## src/rtl/prng_byte_dispenser_pkg.sv

```systemverilog
// Shared types and constants for the PRNG byte dispenser.
// FSM encoding, word/byte widths and a byte-lane select helper.
package prng_byte_dispenser_pkg;

  localparam int WORD_W = 32;
  localparam int BYTE_W = 8;
  localparam int BYTES_PER_WORD = WORD_W / BYTE_W;

  typedef enum logic [1:0] {
    ST_IDLE   = 2'd0,
    ST_WARMUP = 2'd1,
    ST_RUN    = 2'd2,
    ST_FAULT  = 2'd3
  } state_t;

  // Byte lane idx of a word, lane 0 = least significant byte.
  function automatic logic [BYTE_W-1:0] word_byte(
    input logic [WORD_W-1:0] w,
    input logic [1:0]        idx
  );
    return w[idx*BYTE_W +: BYTE_W];
  endfunction

endpackage

```

## src/rtl/prng_word_fifo.sv

```systemverilog
// Synchronous word FIFO with flush, async active-high reset.
// Ports: clk, rst, flush, push/din, pop/dout, full, empty, count.
module prng_word_fifo
  import prng_byte_dispenser_pkg::*;
#(
  parameter  int DEPTH = 4,
  localparam int AW    = $clog2(DEPTH),
  localparam int CW    = AW + 1
) (
  input  logic              clk,
  input  logic              rst,
  input  logic              flush,
  input  logic              push,
  input  logic [WORD_W-1:0] din,
  input  logic              pop,
  output logic [WORD_W-1:0] dout,
  output logic              full,
  output logic              empty,
  output logic [CW-1:0]     count
);

  logic [WORD_W-1:0] mem_q [DEPTH];
  logic [AW-1:0]     rd_ptr_q, rd_ptr_d;
  logic [AW-1:0]     wr_ptr_q, wr_ptr_d;
  logic [CW-1:0]     count_q, count_d;
  logic              do_push, do_pop;

  assign full  = (count_q == CW'(DEPTH));
  assign empty = (count_q == '0);
  assign count = count_q;
  assign dout  = mem_q[rd_ptr_q];

  // A push into a full FIFO is legal only alongside a pop.
  assign do_pop  = pop && !empty && !flush;
  assign do_push = push && (!full || do_pop) && !flush;

  always_comb begin
    rd_ptr_d = rd_ptr_q;
    wr_ptr_d = wr_ptr_q;
    count_d  = count_q;
    if (flush) begin
      rd_ptr_d = '0;
      wr_ptr_d = '0;
      count_d  = '0;
    end else begin
      if (do_pop)  rd_ptr_d = rd_ptr_q + AW'(1);
      if (do_push) wr_ptr_d = wr_ptr_q + AW'(1);
      count_d = count_q + CW'(do_push) - CW'(do_pop);
    end
  end

  always_ff @(posedge clk or posedge rst) begin
    if (rst) begin
      rd_ptr_q <= '0;
      wr_ptr_q <= '0;
      count_q  <= '0;
    end else begin
      rd_ptr_q <= rd_ptr_d;
      wr_ptr_q <= wr_ptr_d;
      count_q  <= count_d;
    end
  end

  always_ff @(posedge clk or posedge rst) begin
    if (rst) begin
      for (int i = 0; i < DEPTH; i++) mem_q[i] <= '0;
    end else if (do_push) begin
      mem_q[wr_ptr_q] <= din;
    end
  end

endmodule

```

## src/rtl/prng_byte_dispenser.sv

```systemverilog
// Consumes lfsr113 words: warm-up discard, repetition health test,
// word FIFO, and one-byte-per-cycle req/ack serving.
// Ports: CLK, reset, start, enable_p, prng_word/prng_valid,
// byte_req/byte_ack/byte_out, words_avail, health_err, running.
module prng_byte_dispenser
  import prng_byte_dispenser_pkg::*;
#(
  parameter  int FIFO_DEPTH   = 4,
  parameter  int WARMUP_WORDS = 4,
  parameter  int REP_LIMIT    = 3,
  localparam int CW           = $clog2(FIFO_DEPTH) + 1
) (
  input  logic              CLK,
  input  logic              reset,
  input  logic              start,
  output logic              enable_p,
  input  logic [WORD_W-1:0] prng_word,
  input  logic              prng_valid,
  input  logic              byte_req,
  output logic              byte_ack,
  output logic [BYTE_W-1:0] byte_out,
  output logic [CW-1:0]     words_avail,
  output logic              health_err,
  output logic              running
);

  localparam int WW = $clog2(WARMUP_WORDS + 1);
  localparam int RW = $clog2(REP_LIMIT + 1);

  state_t            state_q, state_d;
  logic              enable_q, enable_d;
  logic              ack_q, ack_d;
  logic [BYTE_W-1:0] byte_q, byte_d;
  logic [1:0]        idx_q, idx_d;
  logic [RW-1:0]     rep_q, rep_d;
  logic [WORD_W-1:0] last_q, last_d;
  logic [WW-1:0]     warm_q, warm_d;

  logic              checking, rep_fault;
  logic              serve, fifo_push, fifo_pop, fifo_flush;
  logic              fifo_full, fifo_empty;
  logic [WORD_W-1:0] head;

  assign enable_p   = enable_q;
  assign byte_ack   = ack_q;
  assign byte_out   = byte_q;
  assign running    = (state_q == ST_RUN);
  assign health_err = (state_q == ST_FAULT);

  always_comb begin
    state_d   = state_q;
    ack_d     = 1'b0;
    byte_d    = byte_q;
    idx_d     = idx_q;
    rep_d     = rep_q;
    last_d    = last_q;
    warm_d    = warm_q;
    rep_fault = 1'b0;

    // Health test sees every valid word while active, dropped or not.
    // last_q starts at 0, so a generator stuck at 0 also trips it.
    checking = prng_valid &&
               (state_q == ST_WARMUP || state_q == ST_RUN);
    if (checking) begin
      last_d    = prng_word;
      rep_d     = (prng_word == last_q) ? rep_q + RW'(1) : RW'(1);
      rep_fault = (rep_d == RW'(REP_LIMIT));
    end

    serve     = (state_q == ST_RUN) && byte_req &&
                !fifo_empty && !rep_fault;
    fifo_pop  = serve && (idx_q == 2'd3);
    fifo_push = (state_q == ST_RUN) && prng_valid && !rep_fault;

    if (serve) begin
      ack_d  = 1'b1;
      byte_d = word_byte(head, idx_q);
      idx_d  = idx_q + 2'd1;
    end

    unique case (state_q)
      ST_IDLE: begin
        if (start) begin
          state_d = ST_WARMUP;
          warm_d  = '0;
        end
      end
      ST_WARMUP: begin
        if (prng_valid) begin
          warm_d = warm_q + WW'(1);
          if (warm_d == WW'(WARMUP_WORDS)) state_d = ST_RUN;
        end
      end
      ST_RUN:   state_d = ST_RUN;
      ST_FAULT: state_d = ST_FAULT;
      default:  state_d = ST_IDLE;
    endcase

    if (rep_fault) state_d = ST_FAULT;

    fifo_flush = (state_d == ST_FAULT);
    if (fifo_flush) idx_d = '0;

    enable_d = (state_d == ST_WARMUP) || (state_d == ST_RUN);
  end

  always_ff @(posedge CLK or posedge reset) begin
    if (reset) begin
      state_q  <= ST_IDLE;
      enable_q <= 1'b0;
      ack_q    <= 1'b0;
      byte_q   <= '0;
      idx_q    <= '0;
      rep_q    <= '0;
      last_q   <= '0;
      warm_q   <= '0;
    end else begin
      state_q  <= state_d;
      enable_q <= enable_d;
      ack_q    <= ack_d;
      byte_q   <= byte_d;
      idx_q    <= idx_d;
      rep_q    <= rep_d;
      last_q   <= last_d;
      warm_q   <= warm_d;
    end
  end

  prng_word_fifo #(
    .DEPTH (FIFO_DEPTH)
  ) u_fifo (
    .clk   (CLK),
    .rst   (reset),
    .flush (fifo_flush),
    .push  (fifo_push),
    .din   (prng_word),
    .pop   (fifo_pop),
    .dout  (head),
    .full  (fifo_full),
    .empty (fifo_empty),
    .count (words_avail)
  );

endmodule

```

## config.mk

```make
export PLATFORM = sky130hd
export DESIGN_NAME = prng_byte_dispenser
export DESIGN_NICKNAME = d
export VERILOG_FILES = /design/src/rtl/prng_byte_dispenser_pkg.sv /design/src/rtl/prng_word_fifo.sv /design/src/rtl/prng_byte_dispenser.sv
export SDC_FILE = /design/constraint.sdc
export NUM_CORES = 1
export LEC_CHECK = 0
export CAP_MARGIN = 20
export CORE_ASPECT_RATIO = 1.4
export CORE_MARGIN = 10
export CORE_UTILIZATION = 54
export DETAILED_ROUTE_END_ITERATION = 10
export GPL_ROUTABILITY_DRIVEN = 0
export MAX_ROUTING_LAYER = met4
export PLACE_DENSITY_LB_ADDON = 0.25
export RECOVER_POWER = 25
export SYNTH_ARGS = -nofsm -noshare
export SYNTH_HDL_FRONTEND = slang
export SYNTH_SLANG_ARGS = --single-unit
```

## constraint.sdc

```tcl
create_clock -name CLK -period 6.7 [get_ports CLK]
set_input_delay 1.34 -clock CLK [delete_from_list [all_inputs] [get_ports CLK]]
set_output_delay 1.34 -clock CLK [all_outputs]
set_load 0.02 [all_outputs]
```

==> impl_metrics.yaml <==
floorplan:
  row_count: 54
  pin_count: 52
  coreArea_um2: 15700
  die_w_um: 127
  initial_core_util_pct: 55.5
  die_y_um: 170
  dieArea_um2: 21700
cells_and_area:
  drive_gt1_share_pct: 41.7
  fill_cells: 1174
  syn_to_final_growth_pct: 14.9
  fin_nets: 668
detailed_routing:
  wl_per_cell_um: 22.5
  drt_iter0_markers: 357
  routed_wl_um: 18600
  drc: 0
  ant_nets: 0
  first_pass_iters: 5
  vias: 4928
  vias_per_cell: 5.97
synth:
  synth-seq-cells: 186
  async_flop_share_pct: 100
  synth_cells: 564
  ys.flop_type: "dfrtp_1"
  synth_seq_area_share_pct: 53.5
  yosysWarnings: 0
  ys_top_cells_by_area: "dfrtp_1, mux2_2, mux4_2"
  mappedNetlistNets: 616
  yosys.area.top_type: "dfrtp_1"
  yosysTopAreaCellShare_pct: 53.5
  ys_types: 45
  synth_edf_count: 0
  synth_area_um2: 8700
  synth_area_per_cell_um2: 15.4
power:
  ir_drop_mv: 0.156
  p_per_area_nw_per_um2: 219
  p_leak_nw: 4.89
setup_path:
  critical_path.cell_chain: "clkdlybuf4s50_1, xor2_1, nor4_1, nand4_1, or4_1, o21ai_0, ha_1, buf_4, nand3b_1, a31oi_1, nand4b_2, buf_12, mux2_2"
  cp_top_family: "simple AND/OR/NAND/NOR gates"
  start_kind: "input port"
  reg2reg_depth: 13
  path_class: "input port to register"
  worstSetupPathDepth: 13
  slowest_delay_ns: 0.85
  cpMaxStageDelayCell: "or4_1"
  critical_path_arrival_ns: 5.91
  r2r_slack_ns: 2.13
  cp.required_ns: 7.00
  path_buf_inv: 3
  cp_max_fo: 19
  worstSetupEndpointType: "register"
sta:
  setup_viol: 0
  fmax_mhz: 178
  tightest_slew_ns: 3.31
  hold_viol_final: 0
  report.final.slew_viol_count: 115
  min_period_over_period_pct: 83.7
  period_minus_slack_ns: 5.60
  grt_setup_unrepaired: "false"
  fin_worst_skew_ns: 0.00830
  slew_headroom_pct: -122
  setup_slack_ns: 1.10
  tns_ns: 0
placement:
  dp_slack_ns: 0.771
  dp_hpwl_um: 12500
  port_buffers: 51
cts:
  clockRootBuffer: "clkbuf_16"
  ctsHoldBuffers: 0
  clk_latency_ns: 0.42
  cts_buffers: 17
  cts_tree: "done"
  postCtsSetupBuffers: 0
  clk_pin_slew_ns: 0.06
  cts_num_sinks: 186
  htreeDepth: 4
  cts_buffer_depth: 2
  cts_resized: 0
global_routing:
  grt.total_usage_pct: 18.5
  grt_pass1_wl_um: 30200
  grt_max_degree: 80
  grt_pass1_vias: 5403
  grt_overflow: 0
  grt_antenna_before_repair: 1
run_status:
  status: "complete, but fails checks"
  violations: "capacitance limit, slew limit"
worst_hold_path:
  whs_path_depth: 1
  hold_path.class: "register to register"
job:
  drv_cap: 2
cells in the final DEF (no fill, tap or decap), types with 4 or more instances in the layout:
cell type / Yosys / routed
dfrtp_1: 186 / 185
mux2_2: 164 / 164
clkdlybuf4s50_1: 0 / 48
mux4_2: 40 / 40
xor2_1: 30 / 30
clkbuf_16: 0 / 17
ha_1: 14 / 14
nor2_1: 11 / 11
buf_4: 4 / 11
inv_1: 10 / 9
nand2_1: 5 / 6
nor4_1: 6 / 6
mux2_4: 6 / 6
nand3_1: 5 / 5
xnor2_1: 5 / 5
nand2b_1: 5 / 5
a21o_1: 5 / 5
a21oi_1: 4 / 4
registers in the layout, summed over array words and instances, names as in the netlist:
name and flops:
byte_ack 1, byte_out 8, enable_p 1, idx_q 2
last_q 32, rep_q 2, state_q 2, u_fifo.count 3
u_fifo.mem_q 128, u_fifo.rd_ptr_q 2, u_fifo.wr_ptr_q 2, warm_q 3
kinds of logic (layout without fill, tap and decap cells):
kind of cell,Yosys count,count (layout),synth area share (%)
multiplexers,212,212,32.9
AND/OR/NAND/NOR,52,52,3.64
XOR/XNOR,35,35,3.52
AO/OA/AOI/OAI,22,22,1.78
adder cells (fa/ha/maj),15,15,2.24
other,0,1,0
flip-flops,186,186,53.5
buffers and inverters,42,107,2.43
through the flow:
| step | hold slack (ns) | instance area, um2 | cells | total power (W) | utilization (%) |
|---|---|---|---|---|---|
| floorplan | 0.464 | 8700 | 564 | 0.00117 | - |
| global placement | 0.474 | 9420 | 793 | 0.00121 | 60.1 |
| detailed placement | 0.487 | 9420 | 793 | 0.00122 | 60.1 |
| CTS | 0.502 | 10000 | 825 | 0.00221 | 63.8 |
| global route | 0.511 | 9990 | 826 | 0.00226 | 63.8 |
| finish | 0.501 | 9990 | 826 | 0.00219 | 63.8 |
report_power, final:
part | total [W] | internal [W] | switching [W] | leakage, nW
clock | 0.000993 | 0.000563 | 0.000430 | 0.284
sequential | 0.00112 | 0.00112 | 0 | 2.59
combinational | 0.0000703 | 0.0000255 | 0.0000448 | 2.02
final cells by class:
type	count	area, um2	share of cell area, %
sequential	186	4660	46.6
multi-input combinational	336	3830	38.3
timing repair buffer	65	637	6.37
clock buffer	19	443	4.43
tap	196	245	2.45
clock inverter	13	143	1.43
inverter	10	38.8	0.388
antenna	1	2.50	0.0250
per-layer routing:
metal  GRT usage (%)  up-vias  part of all wire (%)
li1                -     2180                     -
met4            6.70        0                   2.5
met2            30.8      104                    51
met3            4.23       22                   4.2
met5               -        -                     0
met1            21.5     2622                    42
worst paths after layout:
check,from,endpoint
worst max-delay path,prng_word[5],u_fifo.mem_q[115]$_DFFE_PP0P_
worst min-delay path,u_fifo.mem_q[10]$_DFFE_PP0P_,u_fifo.mem_q[10]$_DFFE_PP0P_
worst max register to register,state_q[0]$_DFF_PP0_,u_fifo.mem_q[115]$_DFFE_PP0P_
worst min register to register,u_fifo.mem_q[10]$_DFFE_PP0P_,u_fifo.mem_q[10]$_DFFE_PP0P_
max in group asynchronous,reset,last_q[24]$_DFFE_PP0P_
min in group asynchronous,reset,u_fifo.mem_q[75]$_DFFE_PP0P_
synth_stat cells, types with 2 or more instances:
master,number
nand3_1,5
a21o_1,5
mux2_4,6
nand2b_1,5
nand4_1,2
inv_1,10
nand2_1,5
nor2b_1,3
nor2_1,11
buf_4,4
mux2_2,164
ha_1,14
xor2_1,30
buf_2,12
mux4_2,40
xnor2_1,5
o21ai_0,2
dfrtp_1,186
nor4_1,6
a21oi_1,4
a21boi_0,2
clkbuf_1,10
nor3_1,3
buf_1,4
a22o_1,3
mux2i_1,2
nand4b_2,3
(Power assumes the default switching activity.)
==> patch 1, RTL diff (same settings) <==
Re-encode `state_t` (4 states) as one-hot, 4 bits wide.
--- a/src/rtl/prng_byte_dispenser_pkg.sv
+++ b/src/rtl/prng_byte_dispenser_pkg.sv
@@ -6,11 +6,11 @@
   localparam int BYTE_W = 8;
   localparam int BYTES_PER_WORD = WORD_W / BYTE_W;
 
-  typedef enum logic [1:0] {
-    ST_IDLE   = 2'd0,
-    ST_WARMUP = 2'd1,
-    ST_RUN    = 2'd2,
-    ST_FAULT  = 2'd3
+  typedef enum logic [3:0] {
+    ST_IDLE   = 4'b0001,
+    ST_WARMUP = 4'b0010,
+    ST_RUN    = 4'b0100,
+    ST_FAULT  = 4'b1000
   } state_t;
 
   // Byte lane idx of a word, lane 0 = least significant byte.
Function: no difference found for any inputs over 4 cycles, from zero or initial values and one cycle with reset high; so few cycles prove little.
==> patch 1 against the original RTL <==
- the run still ends with max-capacitance violations, max-slew violations left
- sequential share of layout area rose by 0.66 points
- worst setup slack better by 1.4 ns
- clock skew grew 0.0029 ns
- final area decreased by 0.30%
- count of clock-buffer cells in the layout up 7
- wire length rose by 0.78%
- synthesized area rose by 1.5%
- final cell count increased by 2.5%
- non-clock buffer count fell by 9
- sequential cell count up 2
Power is not compared: it rests on default switching activity, and its combinational part moved more than twofold at a synthesized area within 25%.
==> patch 1: results <==
export IMPL_routed_wl_met3_um=872
export IMPL_critPathMaxFanout=36
export IMPL_layout_drive_gt1_share=0.2531
export IMPL_antenna_found_initial=0
export IMPL_hp_start="u_fifo.mem_q[16]"
export IMPL_drt_pass1_iter_count=6
export IMPL_postPlaceCellArea_um2=9379
export IMPL_hold_end="u_fifo.mem_q[16]"
export IMPL_post_place_ws_ns=2.018
export IMPL_grtUsageTotal=0.1853
export IMPL_status="complete, but fails checks"
export IMPL_ys_seq_area_frac=0.5329
export IMPL_wl_met2_um=10030
export IMPL_grt_pass1_vias=5651
export IMPL_drt_iter0_drc=290
export IMPL_met1_length_um=7262
export IMPL_ff2ff_setup_slack_ns=3.28
export IMPL_r2r_start="state_q[2]"
export IMPL_failed_checks="max-capacitance violations, max-slew violations"
export IMPL_grt_met3_usage=0.04312
export IMPL_synthTopCellsByCount="dfrtp_1 (187), mux2_2 (83), mux2_1 (77), xnor2_1 (35), mux4_2 (32)"
export IMPL_grt_util_met2=0.3145
export IMPL_cap_violations=1
export IMPL_slew_viol_final=61
export IMPL_synthDistinctLibCells=44
export IMPL_n_antenna_cell=0
export IMPL_synth_nets=641
[patch 1: area by class of cell]
cell class / count / area, µm²
Tap cell: 199 / 249.0
Clock inverter: 5 / 85.08
Clock buffer: 26 / 479.2
Sequential cell: 188 / 4707
Inverter: 12 / 46.29
Timing Repair Buffer: 56 / 564.3
Fill cell: 1254 / 6140
Multi-Input combinational cell: 361 / 3832
[patch 1: cell families (layout without fill, tap and decap cells)]
group	count (synthesis)	count (layout)	share of synthesized area
flops	188	188	0.5329
fa+ha+maj	10	10	0.01502
simple gates	76	76	0.05242
compound gates	34	34	0.02564
mux	201	201	0.3004
xor+xnor	40	40	0.04052
buf+inv	45	99	0.03315
[patch 1: worst max-delay path, delay by kind of cell]
kind / cells / cell delay (ns)
buf+inv: 3 / 0.70
xor+xnor: 2 / 0.32
simple gates: 5 / 1.38
fa+ha+maj: 3 / 0.76
==> patch 2, RTL diff (same flow settings) <==
Made on the original files. The parameter `REP_LIMIT` goes from 3 to 2.
--- a/src/rtl/prng_byte_dispenser.sv
+++ b/src/rtl/prng_byte_dispenser.sv
@@ -7,7 +7,7 @@
 #(
   parameter  int FIFO_DEPTH   = 4,
   parameter  int WARMUP_WORDS = 4,
-  parameter  int REP_LIMIT    = 3,
+  parameter  int REP_LIMIT    = 2,
   localparam int CW           = $clog2(FIFO_DEPTH) + 1
 ) (
   input  logic              CLK,
Behaviour: not the same (a bounded check fails within 4 cycles, from zero or initial values and one cycle with reset high).
==> patch 2 against the original RTL <==
- the flow still finishes with violations (max-capacitance violations, max-slew violations)
- count of clock-buffer cells in the layout up 8
- final area up 2.8%
- via count down 0.59%
- sequential cell count unchanged
- wire length up 4.4%
- final cell count up 0.48%
- synthesized area up 5.4%
- non-clock buffer count down 4
- worst setup slack better by 0.40 ns
- utilization down 2.4 points
Power is not compared: it rests on default switching activity, and its combinational part moved more than twofold at a synthesized area within 25%.
==> patch 2: results <==
export IMPL_ys_seq_area_frac=0.5078
export IMPL_r2r_worst_path_cells=13
export IMPL_n_antenna_cell=0
export IMPL_clock_root_buffer="clkbuf_16"
export IMPL_fin_crit_ns=5.202
export IMPL_post_cts_setup_buffers=0
export IMPL_clockBufferDepth=2
export IMPL_finalWirelength_um=19400
export IMPL_grt_max_degree=84
export IMPL_synthArstFlopShare=1.000
export IMPL_cp_data_arrival_time_ns=5.50
export IMPL_peakVddDrop_mv=0.2049
export IMPL_synth_top_cells_by_area="dfrtp_1 (51%), mux2_4 (15%), mux4_2 (9.8%), mux2_2 (6.3%), mux2_1 (3.6%)"
export IMPL_ff2ff_setup_slack_ns=2.57
export IMPL_drt_iter0_drc=280
export IMPL_port_buffers=51
export IMPL_setup_worst_path_start="prng_word[18]"
export IMPL_r2r_start="last_q[23]"
export IMPL_hpwl_um=12370
export IMPL_p_leak_nw=5.011
export IMPL_slew_viol_final=121
export IMPL_htree_levels=4
export IMPL_dp_cells=798
export IMPL_status="complete, but fails checks"
export IMPL_cts_buffers=17
export IMPL_grt_pass1_wl_um=31320
export IMPL_ys_flop_type="dfrtp_1"
export IMPL_antenna_found_initial=0
export IMPL_cap_violations=2
export IMPL_worstHoldPathType="reg -> reg"
export IMPL_cts_resized=0
export IMPL_failed_checks="max-capacitance violations, max-slew violations"
export IMPL_clock_latency_ns=0.43
export IMPL_synthTopCellsByCount="dfrtp_1 (186), mux2_4 (90), mux2_2 (51), mux4_2 (40), xor2_1 (34)"
export IMPL_fin_skew_ns=0.007267
export IMPL_path_clk_slew_ns=0.06
export IMPL_worstSetupPathType="in -> reg"
export IMPL_nNetsFinal=666
export IMPL_top_register="u_fifo.mem_q"
export IMPL_grt_pass1_vias=5597
export IMPL_vias=4899
export IMPL_reg2reg_to="u_fifo.mem_q[95]"
export IMPL_synth_nets=620
export IMPL_wl_per_cell_um=23.37
export IMPL_largest_reg_flops=128
export IMPL_postSynthCellCount=568
export IMPL_critPathMaxFanout=32
export IMPL_grtUsageTotal=0.1856
export IMPL_slew_headroom=-1.415
export IMPL_synthDistinctLibCells=45
export IMPL_post_place_ws_ns=1.042
export IMPL_swShare=0.2864
export IMPL_yosysWarningCount=0
export IMPL_holdBufCountCts=0
export IMPL_drt_pass1_iter_count=4
export IMPL_layout_drive_gt1_share=0.3636
-- patch 2: changes by cell type in the layout (fill, tap and decap cells not counted), sizes merged, moves of 3 or more --
cell    delta
nor4       +4
buf        -4
clkinv     -5
a21oi      +3
nor2       -3
nand4b     -4
o21ai      +6
xnor2      -4
xor2       +4
or4        +3
a21o       -4
clkbuf     +8
inv        -3
-- patch 2: power by group through the flow --
stage	clock, W	sequential [W]	combinational, W
finish	0.00102	0.00167	0.00107
global route	0.00108	0.00171	0.00116
CTS	0.00104	0.00167	0.00109
detailed placement	0	0.00169	0.00108
global placement	0	0.00166	0.00103
floorplan	0	0.00162	0.000825
-- patch 2: how the worst min path moves through the flow --
stage                     startpoint          endpoint  slack [ns]  cells after the start
finish               u_fifo.mem_q[3]   u_fifo.mem_q[3]        0.49                      1
global route        u_fifo.mem_q[18]  u_fifo.mem_q[18]        0.51                      1
CTS                  u_fifo.mem_q[3]   u_fifo.mem_q[3]        0.49                      1
global placement    u_fifo.mem_q[63]  u_fifo.mem_q[63]        0.47                      1
floorplan           u_fifo.mem_q[62]  u_fifo.mem_q[62]        0.46                      1
detailed placement  u_fifo.mem_q[28]  u_fifo.mem_q[28]        0.48                      1
-- patch 2: stage by stage --
step / instance area [µm²] / hold WS (ns)
detailed placement: 9688 / 0.4799
global placement: 9688 / 0.4687
global route: 10270 / 0.5118
CTS: 10280 / 0.4947
floorplan: 9165 / 0.4587
finish: 10270 / 0.4905
-- patch 2: worst max-delay path, cell delays in order --
cell and delay [ns]:
clkdlybuf4s50_1 0.53, xor2_1 0.24, nor4_1 0.49, nand4_2 0.23, nor4_2 0.30, buf_4 0.27, o21bai_1 0.17, ha_1 0.18
buf_4 0.19, nor2_1 0.07, nor4b_1 0.25, buf_4 0.20, or4_4 0.61, mux2_1 0.40
-- patch 2: layout make-up --
type | instances | area (µm²)
tap | 203 | 254.0
multi-input combinational | 339 | 4151
clock inverter | 5 | 81.33
inverter | 9 | 35.03
sequential | 186 | 4656
fill | 1240 | 6474
timing repair buffer | 61 | 581.8
clock buffer | 27 | 513.0
-- patch 2: kinds of logic (layout without fill, tap and decap cells) --
| family | count (synthesis) | in the layout | share of synthesized area |
|---|---|---|---|
| buf+inv | 43 | 102 | 0.03891 |
| fa+ha+maj | 15 | 15 | 0.02130 |
| compound gates | 26 | 26 | 0.01802 |
| mux | 210 | 210 | 0.3440 |
| simple gates | 53 | 53 | 0.03645 |
| xor+xnor | 35 | 35 | 0.03345 |
| flops | 186 | 186 | 0.5078 |
-- patch 2: layer usage --
metal | up-vias | part of all wire | GRT usage
li1 | 2171 | - | -
met1 | 2616 | 0.42 | 0.2245
met2 | 88 | 0.54 | 0.3093
met3 | 24 | 0.028 | 0.03289
met4 | 0 | 0.017 | 0.05451
met5 | - | 0 | -
